### config.mk
export PLATFORM = sky130hd
export DESIGN_NAME = stepper_seq_driver_flat
export DESIGN_NICKNAME = d
export VERILOG_FILES = /design/src/rtl/stepper_pkg.sv /design/src/rtl/stepper_seq_driver_if.sv /design/src/rtl/step_rate_div.sv /design/src/rtl/stepper_seq_driver.sv /design/src/flat_wrapper.sv
export SDC_FILE = /design/constraint.sdc
export NUM_CORES = 1
export LEC_CHECK = 0
export BUFFER_PORTS_ARGS = -buffer_cell sky130_fd_sc_hd__buf_2
export CORE_ASPECT_RATIO = 0.8
export CORE_MARGIN = 8
export CORE_UTILIZATION = 60
export CTS_CLUSTER_DIAMETER = 200
export DETAILED_ROUTE_END_ITERATION = 10
export PLACE_DENSITY = 0.84
export SETUP_SLACK_MARGIN = 0.5
export SKIP_LAST_GASP = 1
export SLEW_MARGIN = 10
export SYNTH_ARGS = -nofsm -noshare
export SYNTH_HDL_FRONTEND = slang
export SYNTH_SLANG_ARGS = --single-unit
### constraint.sdc
create_clock -name clk -period 5.55 [get_ports clk]
set_input_delay 0 -clock clk [delete_from_list [all_inputs] [get_ports clk]]
set_output_delay 0 -clock clk [all_outputs]
set_load 0.1 [all_outputs]
### src/rtl/stepper_pkg.sv
// Shared definitions for the PmodSTEP sequencer: modes, FSM states and coil phase table.
package stepper_pkg;

    localparam logic [1:0] MODE_WAVE = 2'b00;
    localparam logic [1:0] MODE_FULL = 2'b01;
    localparam logic [1:0] MODE_HALF = 2'b10;
    localparam logic [1:0] MODE_RSVD = 2'b11;

    typedef enum logic {IDLE, RUN} state_e;

    // Coil order A B A' B'; entry 0 is the rightmost element.
    localparam logic [7:0][3:0] PHASE_TABLE = {
        4'b1001, 4'b1000, 4'b1100, 4'b0100, 4'b0110, 4'b0010, 4'b0011, 4'b0001
    };

    // Wave lives on even indices, full on odd; a mis-parity ptr moves one slot to realign.
    function automatic logic [2:0] next_ptr(input logic [2:0] ptr, input logic dir,
                                            input logic [1:0] mode);
        logic [2:0] delta;
        if (mode == MODE_HALF) begin
            delta = 3'd1;
        end else if (mode == MODE_WAVE) begin
            delta = ptr[0] ? 3'd1 : 3'd2;
        end else begin
            delta = ptr[0] ? 3'd2 : 3'd1;
        end
        return dir ? ptr + delta : ptr - delta;
    endfunction

endpackage

### src/rtl/stepper_seq_driver_if.sv
// Command/status bundle between a motion controller (master) and the stepper driver (slave).
interface stepper_seq_driver_if #(
    parameter int unsigned DIV_W  = 20,
    parameter int unsigned STEP_W = 16
);
    logic              start;
    logic [STEP_W-1:0] steps;
    logic              direction;
    logic [1:0]        mode;
    logic [DIV_W-1:0]  period;
    logic              abort;
    logic              busy;
    logic              done;
    logic              aborted;
    logic [STEP_W-1:0] steps_left;
    logic [3:0]        signal;

    modport master (
        output start, steps, direction, mode, period, abort,
        input  busy, done, aborted, steps_left, signal
    );

    modport slave (
        input  start, steps, direction, mode, period, abort,
        output busy, done, aborted, steps_left, signal
    );
endinterface

### src/rtl/step_rate_div.sv
// Loadable down-counter; tick is high during the last cycle of each loaded interval.
module step_rate_div #(
    parameter int unsigned DIV_W = 20
) (
    input  logic             clk,
    input  logic             rst_n,
    input  logic             load,
    input  logic [DIV_W-1:0] load_val,
    output logic             tick
);

    logic [DIV_W-1:0] count_q;

    always_ff @(posedge clk or negedge rst_n) begin
        if (!rst_n) begin
            count_q <= '0;
        end else if (load) begin
            count_q <= load_val;
        end else if (count_q != '0) begin
            count_q <= count_q - DIV_W'(1);
        end
    end

    assign tick = (count_q == DIV_W'(1));

endmodule

### src/rtl/stepper_seq_driver.sv
// PmodSTEP sequencer: executes N-step moves in wave/full/half mode with start/busy/done/abort.
// Define STEPPER_HOLD_TORQUE_EN to keep the last phase energised while idle.
module stepper_seq_driver
    import stepper_pkg::*;
#(
    parameter int unsigned DIV_W  = 20,
    parameter int unsigned STEP_W = 16
) (
    input logic                 clk,
    input logic                 rst_n,
    stepper_seq_driver_if.slave bus
);

    state_e            state_q, state_d;
    logic [2:0]        ptr_q, ptr_d;
    logic [STEP_W-1:0] steps_left_q, steps_left_d;
    logic [3:0]        signal_q, signal_d;
    logic              done_q, done_d;
    logic              aborted_q, aborted_d;
    logic              dir_q, dir_d;
    logic [1:0]        mode_q, mode_d;
    logic [DIV_W-1:0]  period_q, period_d;

    logic              div_load;
    logic [DIV_W-1:0]  div_val;
    logic              div_tick;
    logic [1:0]        norm_mode;
    logic [DIV_W-1:0]  norm_period;
    logic [3:0]        idle_signal;

    assign norm_mode   = (bus.mode == MODE_RSVD) ? MODE_FULL : bus.mode;
    assign norm_period = (bus.period == '0) ? DIV_W'(1) : bus.period;

`ifdef STEPPER_HOLD_TORQUE_EN
    assign idle_signal = signal_q;
`else
    assign idle_signal = 4'b0000;
`endif

    step_rate_div #(
        .DIV_W(DIV_W)
    ) u_div (
        .clk     (clk),
        .rst_n   (rst_n),
        .load    (div_load),
        .load_val(div_val),
        .tick    (div_tick)
    );

    always_comb begin
        state_d      = state_q;
        ptr_d        = ptr_q;
        steps_left_d = steps_left_q;
        signal_d     = signal_q;
        done_d       = 1'b0;
        aborted_d    = aborted_q;
        dir_d        = dir_q;
        mode_d       = mode_q;
        period_d     = period_q;
        div_load     = 1'b0;
        div_val      = period_q;

        unique case (state_q)
            IDLE: begin
                if (bus.start && !bus.abort) begin
                    aborted_d = 1'b0;
                    if (bus.steps == '0) begin
                        steps_left_d = '0;
                        done_d       = 1'b1;
                    end else begin
                        dir_d        = bus.direction;
                        mode_d       = norm_mode;
                        period_d     = norm_period;
                        ptr_d        = next_ptr(ptr_q, bus.direction, norm_mode);
                        signal_d     = PHASE_TABLE[ptr_d];
                        steps_left_d = bus.steps - STEP_W'(1);
                        div_load     = 1'b1;
                        div_val      = norm_period;
                        state_d      = RUN;
                    end
                end
            end
            RUN: begin
                if (bus.abort) begin
                    state_d   = IDLE;
                    done_d    = 1'b1;
                    aborted_d = 1'b1;
                    signal_d  = idle_signal;
                end else if (div_tick) begin
                    if (steps_left_q != '0) begin
                        ptr_d        = next_ptr(ptr_q, dir_q, mode_q);
                        signal_d     = PHASE_TABLE[ptr_d];
                        steps_left_d = steps_left_q - STEP_W'(1);
                        div_load     = 1'b1;
                    end else begin
                        state_d  = IDLE;
                        done_d   = 1'b1;
                        signal_d = idle_signal;
                    end
                end
            end
            default: state_d = IDLE;
        endcase
    end

    always_ff @(posedge clk or negedge rst_n) begin
        if (!rst_n) begin
            state_q      <= IDLE;
            ptr_q        <= 3'd0;
            steps_left_q <= '0;
            signal_q     <= 4'b0000;
            done_q       <= 1'b0;
            aborted_q    <= 1'b0;
            dir_q        <= 1'b0;
            mode_q       <= MODE_WAVE;
            period_q     <= '0;
        end else begin
            state_q      <= state_d;
            ptr_q        <= ptr_d;
            steps_left_q <= steps_left_d;
            signal_q     <= signal_d;
            done_q       <= done_d;
            aborted_q    <= aborted_d;
            dir_q        <= dir_d;
            mode_q       <= mode_d;
            period_q     <= period_d;
        end
    end

    assign bus.busy       = (state_q == RUN);
    assign bus.done       = done_q;
    assign bus.aborted    = aborted_q;
    assign bus.steps_left = steps_left_q;
    assign bus.signal     = signal_q;

endmodule

### src/flat_wrapper.sv
// flat-port wrapper written by rule: the top's interface ports become plain ports
module stepper_seq_driver_flat import stepper_pkg::*;
#(
    parameter int unsigned DIV_W  = 20,
    parameter int unsigned STEP_W = 16
)
  (clk, rst_n, bus_start, bus_steps, bus_direction, bus_mode, bus_period, bus_abort, bus_busy, bus_done, bus_aborted, bus_steps_left, bus_signal);
  stepper_seq_driver_if #(.DIV_W(DIV_W), .STEP_W(STEP_W)) bus_i ();
  input logic clk;
  input logic rst_n;
  input wire logic [$bits(bus_i.start)-1:0] bus_start;
  input wire logic [$bits(bus_i.steps)-1:0] bus_steps;
  input wire logic [$bits(bus_i.direction)-1:0] bus_direction;
  input wire logic [$bits(bus_i.mode)-1:0] bus_mode;
  input wire logic [$bits(bus_i.period)-1:0] bus_period;
  input wire logic [$bits(bus_i.abort)-1:0] bus_abort;
  output wire logic [$bits(bus_i.busy)-1:0] bus_busy;
  output wire logic [$bits(bus_i.done)-1:0] bus_done;
  output wire logic [$bits(bus_i.aborted)-1:0] bus_aborted;
  output wire logic [$bits(bus_i.steps_left)-1:0] bus_steps_left;
  output wire logic [$bits(bus_i.signal)-1:0] bus_signal;
  assign bus_i.start = bus_start;
  assign bus_i.steps = bus_steps;
  assign bus_i.direction = bus_direction;
  assign bus_i.mode = bus_mode;
  assign bus_i.period = bus_period;
  assign bus_i.abort = bus_abort;
  assign bus_busy = bus_i.busy;
  assign bus_done = bus_i.done;
  assign bus_aborted = bus_i.aborted;
  assign bus_steps_left = bus_i.steps_left;
  assign bus_signal = bus_i.signal;
  stepper_seq_driver #(.DIV_W(DIV_W), .STEP_W(STEP_W)) u_core (.clk(clk), .rst_n(rst_n), .bus(bus_i));
endmodule
# ---- Word-level counts from Yosys, hierarchy flattened
# Memories as Yosys holds them, arrays and structs flattened.
# Index checks and enable logic that the tools add are counted.
dict set report word_totals {
  reg_bits 69
  mem_bits_ro 64
  inputBits 43
  output_inout_bits 23
  elab_cells 108
  memories 2
}
dict set report op_classes {
  n_addsub 7
  order_cmp 2
  n_eq_ne 11
  n_mux 60
  bitwise_logic 2
  n_reduce_logical 14
}
# memory depth width rd rd_ports_with_merged_regs wr line_no
set mem_list {}
lappend mem_list {{(name not given)} 8 4 1 0 0 stepper_seq_driver.sv:75} ;# signal_d = PHASE_TABLE[ptr_d];
lappend mem_list {{(name not given)} 8 4 1 0 0 stepper_seq_driver.sv:92} ;# signal_d = PHASE_TABLE[ptr_d];
# operator n
set ops {}
lappend ops {{20-bit two-way mux} 6}
lappend ops {{16-bit two-way mux} 5}
lappend ops {{3-bit two-way mux} 18}
lappend ops {{16-bit one-hot mux with 2 select lines} 1}
lappend ops {{16-bit by 1-bit subtractor with 16-bit output, second input constant} 2}
lappend ops {{4-bit two-way mux} 7}
lappend ops {{20-bit by 1-bit == test with 1-bit output, second input constant} 1}
lappend ops {{20-bit zero test} 1}
lappend ops {{20-bit nonzero test} 1}
lappend ops {{20-bit by 1-bit subtractor with 20-bit output, second input constant} 1}
lappend ops {{16-bit zero test} 1}
lappend ops {{16-bit nonzero test} 1}
lappend ops {{1-bit two-way mux} 14}
lappend ops {{2-bit inequality test, second input constant} 5}
lappend ops {{3-bit by 4-bit < comparator with 1-bit output, second input constant} 2}
lappend ops {{1-bit one-hot mux with 2 select lines} 4}
lappend ops {{4-bit one-hot mux with 2 select lines} 1}
lappend ops {{3-bit adder} 2}
lappend ops {{2-bit == test, second input constant} 3}
lappend ops {{2-bit two-way mux} 3}
lappend ops {{3-bit one-hot mux with 2 select lines} 1}
lappend ops {{3-bit AND reduction} 2}
lappend ops {{3-bit subtractor} 2}
lappend ops {{5-bit AND reduction} 1}
lappend ops {{9 further kinds} 11}

# ---- Depth between registers and ports, before layout
dict set report depth {
  ltp_word 15
  depth_mapped 13
}

# ---- By module
# A second synthesis with hierarchy kept.
dict set report hier_totals {
  hier_cells 463
  hier_area_um2 4454.3
}
# mod n_inst cells_per_inst area_each_um2 seq_area_each_um2
set modules_own_cells {}
lappend modules_own_cells {stepper_seq_driver 1 311 3078.0 1226.2}
lappend modules_own_cells {step_rate_div 1 152 1376.3 500.5}

# ---- Worst setup path after synthesis
# OpenSTA, ideal clock, no wires.
dict set report synth_path {
  kind {register -> register}
  start {reg u_core.steps_left_q[0], in the netlist u_core.bus.steps_left[0]}
  end {reg u_core.u_div.count_q[0]}
  arrival_time_ns 2.691
  required_ns 5.425
  slack_ns 2.735
  path_stages_with_launch 8
  path_buffers 0
  period_less_slack_ns 2.815
  cell_sequence {dfrtp_1 -> inv_1 -> ha_1 -> nor3b_4 -> nand4_1 -> o41a_4 -> a21boi_4 -> mux2_2}
}
dict set report synth_between {
  elab_chain_cells 6
}
# element line_no
set synth_lines {}
lappend synth_lines {{from (decl)} stepper_seq_driver.sv:16} ;# logic [STEP_W-1:0] steps_left_q, steps_left_d;
lappend synth_lines {{from (signal assigned)} stepper_seq_driver.sv:120} ;# steps_left_q <= steps_left_d;
lappend synth_lines {{16-bit nonzero test (*)} stepper_seq_driver.sv:90} ;# if (steps_left_q != '0) begin
lappend synth_lines {{1-bit two-way mux (*)} stepper_seq_driver.sv:90}
lappend synth_lines {{1-bit two-way mux (*)} stepper_seq_driver.sv:89} ;# end else if (div_tick) begin
lappend synth_lines {{1-bit two-way mux (*)} stepper_seq_driver.sv:84} ;# if (bus.abort) begin
lappend synth_lines {{1-bit one-hot mux with 2 select lines (*)} stepper_seq_driver.sv:63} ;# unique case (state_q)
lappend synth_lines {{20-bit two-way mux or 2-bit nonzero test (tied branches)} n/a}
lappend synth_lines {{to (signal assigned)} step_rate_div.sv:18} ;# count_q <= load_val;
lappend synth_lines {{to (signal assigned)} step_rate_div.sv:20} ;# count_q <= count_q - DIV_W'(1);
lappend synth_lines {{to (decl)} step_rate_div.sv:12} ;# logic [DIV_W-1:0] count_q;
# Mark *: on every way between the ends. The rest lies on a longest branch, timed or not.
# A chain may end at the register's enable or synchronous reset.

# ---- Final worst setup path
dict set report layout_path {
  start {reg u_core.state_q, in the netlist u_core.bus.busy}
  end {reg u_core.steps_left_q[11], in the netlist u_core.bus.steps_left[11]}
}
dict set report layout_between {
  elab_chain_cells 3
}
# element line_no
set layout_lines {}
lappend layout_lines {{from (decl)} stepper_seq_driver.sv:14} ;# state_e state_q, state_d;
lappend layout_lines {{from (signal assigned)} stepper_seq_driver.sv:118} ;# state_q <= state_d;
lappend layout_lines {{1-bit inverter (no line)} n/a}
lappend layout_lines {{2-bit by 1-bit inequality test with 1-bit output (no line)} n/a}
lappend layout_lines {{4-bit AND reduction (no line)} n/a}
# Several ways; a longest one is shown, not always the timed one.

==> results.rst <==
.. list-table::
   :header-rows: 1

   * - Metric
     - Value
   * - Wire length of the first global-routing pass
     - 18.0 mm
   * - Critical-path cell with the highest stage delay
     - sky130_fd_sc_hd__dfrtp_1
   * - Clock network fraction of total power
     - 23.4%
   * - Final WL
     - 11.0 mm
   * - Worst Max-Slew Pin Slew
     - 1.03 ns
   * - Congestion Overflow GR
     - 0
   * - Cell Chain, Critical Path
     - clkinv_1 -> nor2_1 -> o41a_4 -> a21o_1 -> nand3_2 -> o221ai_1
   * - CTS root buffer
     - sky130_fd_sc_hd__clkbuf_8
   * - Clk_lat worst skew
     - 0.35 ns
   * - Depth of the worst register-to-register path
     - 6
   * - Seq/Total Area, Yosys
     - 40.8%
   * - Hold-fix buffers, CTS
     - 26
   * - Maximum number of pins on one net before global-route repair
     - 70
   * - Horizontal die dimension
     - between 100 and 150 um
   * - Final-layout setup total negative slack
     - 0 ns
   * - Diode insertion count for antenna repair
     - 0
   * - WL per Instance
     - 17.5 um
   * - Worst r2r src
     - u_core.bus.busy
   * - Setup WS pre-CTS
     - 2.37 ns
   * - Hold WS
     - 0.0393 ns
   * - Asr flop ratio synth
     - 100%
   * - Total number of cells along the worst setup path
     - 6
   * - Aggregate global-route resource usage
     - 22.2%
   * - Post-synthesis instance area
     - 0.00423 mm2
   * - Detailed-placement wirelength estimate
     - 7.57 mm
   * - Biggest area consumer among synthesized cells
     - sky130_fd_sc_hd__dfrtp_1
   * - Final Hold Fails
     - 0
   * - Post-Syn Instances
     - between 400 and 500
   * - Launch point of the worst hold path
     - bus_steps[13]
   * - CP Class
     - flop to flop
   * - Headroom to the max-slew limit
     - 31.1%
   * - Total internal power
     - between 1 and 1.5 mW
   * - Clock tree from TritonCTS
     - yes
   * - Initial core utilization
     - just over 60%
   * - Worst path arrival time
     - approximately 3.6 ns
   * - Sinks on the clock net
     - 69
   * - Post-CTS resize count
     - 0
   * - Top area cells in the synthesized netlist
     - sky130_fd_sc_hd__dfrtp_1 (41%), sky130_fd_sc_hd__mux2_2 (6.1%), sky130_fd_sc_hd__nor2_1 (5.1%), sky130_fd_sc_hd__a21oi_1 (4.8%), sky130_fd_sc_hd__o21ai_0 (4.0%)
   * - Core occupancy in the finished layout
     - between 70% and 80%
   * - Unrepaired setup endpoints after global routing
     - no
   * - Net switching power
     - 1.07 mW
   * - Post-synth EDFFs
     - 0
   * - Fraction of final layout cells with drive strength greater than 1
     - between 20 and 25%
   * - Final critical-path setup slack
     - ~2.2 ns
   * - Die height
     - 91.1 um
   * - Placed instance count
     - 587
   * - Upper clock frequency limit
     - 296 MHz
   * - Endpoint type of the worst setup path
     - flop
   * - Antenna violations before repair
     - 0
   * - Endpoints failing setup
     - 0
   * - DRC violation count after routing
     - 0
   * - Final Net Count
     - 589
   * - Clock buffers created by TritonCTS
     - 9
   * - Power Dens Cells
     - 475 mW/mm2
   * - Via count of the first global-routing pass
     - 3,771
   * - Post-CTS Repair Setup Buffers
     - 0
   * - Number of I/O port buffers
     - 65
   * - Critical path launch point type
     - flop
   * - Die ar.
     - approximately 0.010 mm2
   * - DRT Pass-1 Iters
     - 7
   * - Number of synthesized register bits
     - a little under 70
   * - Largest stage delay, worst path
     - between 1 and 1.5 ns
   * - Most common library cells after synthesis
     - sky130_fd_sc_hd__dfrtp_1 (69), sky130_fd_sc_hd__nor2_1 (58), sky130_fd_sc_hd__a21oi_1 (41)
   * - Final critical path time including I/O delays and setup
     - 3.38 ns
   * - Reg power frac
     - 33.1%
   * - Buf/Inv on CP
     - 1
   * - Final worst path period share
     - 60.9%
   * - Post-route standard cell area excluding fillers
     - 0.00512 mm2
   * - Number of primary I/O pins
     - 66
   * - Non-filler instance count after layout
     - between 600 and 700
   * - Distinct cells, synth
     - between 50 and 60
   * - Core outline area
     - approximately 0.0069 mm2
   * - Post-route total power
     - 2.43 mW
   * - Area share of the largest cell type after synthesis
     - 40.8%
   * - Min-delay worst type
     - input pin to flop
   * - Post-Route Skew
     - 0.0112 ns
   * - Max Root-Sink Buffers
     - 2
   * - Average instance area after synthesis
     - approximately 9.5 um2
   * - Switching power share of the total
     - 44.2%
   * - Largest fanout on the critical path
     - 30
   * - Data required time of the critical path
     - 5.79 ns
   * - Syn. warnings
     - 0
   * - Leading register cell type out of synthesis
     - sky130_fd_sc_hd__dfrtp_1
   * - Cell leakage power
     - 2.25 nW
   * - Placer's final routability congestion estimate
     - 0.909
   * - Starting DRT DRC Count
     - 385
   * - Result of the run
     - complete, no violations
   * - CP top delay family
     - flip-flops
   * - Hold Crit Depth
     - 3
   * - Standard-cell row count
     - 27
   * - Max_cap viols
     - 0
   * - Via-per-instance ratio
     - 6.12
   * - Combinational share of power
     - 43.4%
   * - Peak ir drop on the vdd network
     - 527 uV
   * - Deepest level of the CTS H-tree
     - 3
   * - Syn-to-layout area delta
     - 20.9%
   * - Most frequent cell after synthesis
     - sky130_fd_sc_hd__dfrtp_1
   * - Clock transition at the registers of the reported paths
     - 0.07 ns
   * - Number of pins exceeding their max-slew limit in the final report
     - 0
   * - Remaining antenna violation count
     - 0
   * - Area of placed instances
     - between 0.004 and 0.005 mm2
   * - Post-synthesis net count
     - 500
   * - Total via count after detailed routing
     - 3,849
   * - Startpoint of the most critical setup path
     - u_core.bus.busy
-- flip-flops by register name, summed over array words and instances, names as in the netlist --
name / cells
u_core.u_div.count_q: 20
u_core.mode_q: 2
u_core.period_q: 20
u_core.ptr_q: 3
u_core.dir_q: 1
u_core.bus.done: 1
u_core.bus.steps_left: 16
u_core.bus.aborted: 1
u_core.bus.signal: 4
u_core.bus.busy: 1
-- cells in the final DEF (no fill, tap or decap), types with 3 or more instances in the layout --
master / n
sky130_fd_sc_hd__o21a_1: 5
sky130_fd_sc_hd__a22oi_1: 3
sky130_fd_sc_hd__o22ai_1: 7
sky130_fd_sc_hd__bufinv_16: 4
sky130_fd_sc_hd__mux2_2: 23
sky130_fd_sc_hd__nor3_1: 17
sky130_fd_sc_hd__dfrtp_1: 69
sky130_fd_sc_hd__nor4_4: 4
sky130_fd_sc_hd__nand3_1: 9
sky130_fd_sc_hd__dlygate4sd3_1: 26
sky130_fd_sc_hd__ha_1: 7
sky130_fd_sc_hd__mux2i_1: 6
sky130_fd_sc_hd__a32oi_1: 4
sky130_fd_sc_hd__nor4_2: 3
sky130_fd_sc_hd__a21oi_1: 41
sky130_fd_sc_hd__nor4_1: 10
sky130_fd_sc_hd__nand2b_1: 6
sky130_fd_sc_hd__mux2_4: 4
sky130_fd_sc_hd__nand2_1: 31
sky130_fd_sc_hd__xnor2_1: 15
sky130_fd_sc_hd__nor2_1: 58
sky130_fd_sc_hd__nand4_1: 5
sky130_fd_sc_hd__clkbuf_8: 11
sky130_fd_sc_hd__a21o_1: 4
sky130_fd_sc_hd__buf_2: 65
sky130_fd_sc_hd__o21ai_0: 34
sky130_fd_sc_hd__a31oi_1: 4
sky130_fd_sc_hd__inv_1: 16
sky130_fd_sc_hd__xor2_1: 14
-- final cells by class --
| cell class | count | area (um2) |
|---|---|---|
| timing repair buffer | 93 | 601 |
| tap | 87 | 109 |
| inverter | 17 | 63.8 |
| sequential | 69 | 1730 |
| fill | 471 | 1740 |
| multi-input combinational | 347 | 2340 |
| clock inverter | 5 | 129 |
| clock buffer | 11 | 151 |
-- power by group through the flow --
stage          Clock, mW  Combinational [mW]  Sequential (mW)
6_report           0.569                1.06            0.805
5_1_grt            0.591                1.13            0.824
4_1_cts            0.574                1.05            0.801
3_5_place_dp           0                1.03            0.807
3_3_place_gp           0                1.01            0.797
2_1_floorplan          0               0.507             1.12
-- tightest hold or removal path, cell delays in order --
cell                       delay [ns]
sky130_fd_sc_hd__buf_2           0.10
sky130_fd_sc_hd__xnor2_1         0.08
sky130_fd_sc_hd__o221ai_1        0.16
-- worst paths after layout --
check                                       endpoint  slack, ns
setup / recovery           u_core.bus.steps_left[11]       2.17
hold / removal             u_core.bus.steps_left[13]       0.04
setup reg to reg           u_core.bus.steps_left[11]       2.17
hold reg to reg                  u_core.period_q[18]       0.50
max in group asynchronous         u_core.bus.aborted       4.59
min in group asynchronous         u_core.period_q[5]       0.38
-- routing by layer --
layer	up-vias	track usage (%)	share of wire, %
met5	-	0	0
met4	0	9.32	2.4
met3	35	4.59	8.3
met2	178	33.7	46
met1	1840	30.0	43
li1	1796	-	-
-- cell families after synthesis --
group / after synthesis / synth area share, %
and+or+nand+nor: 161 / 20.7
xor gates and xnor gates: 29 / 6.00
muxes: 33 / 8.95
buffers and inverters: 32 / 3.99
DFF: 69 / 40.8
adders and majority gates: 9 / 3.01
AOI/OAI and AO/OA: 115 / 16.5
(Power assumes the default switching activity.)
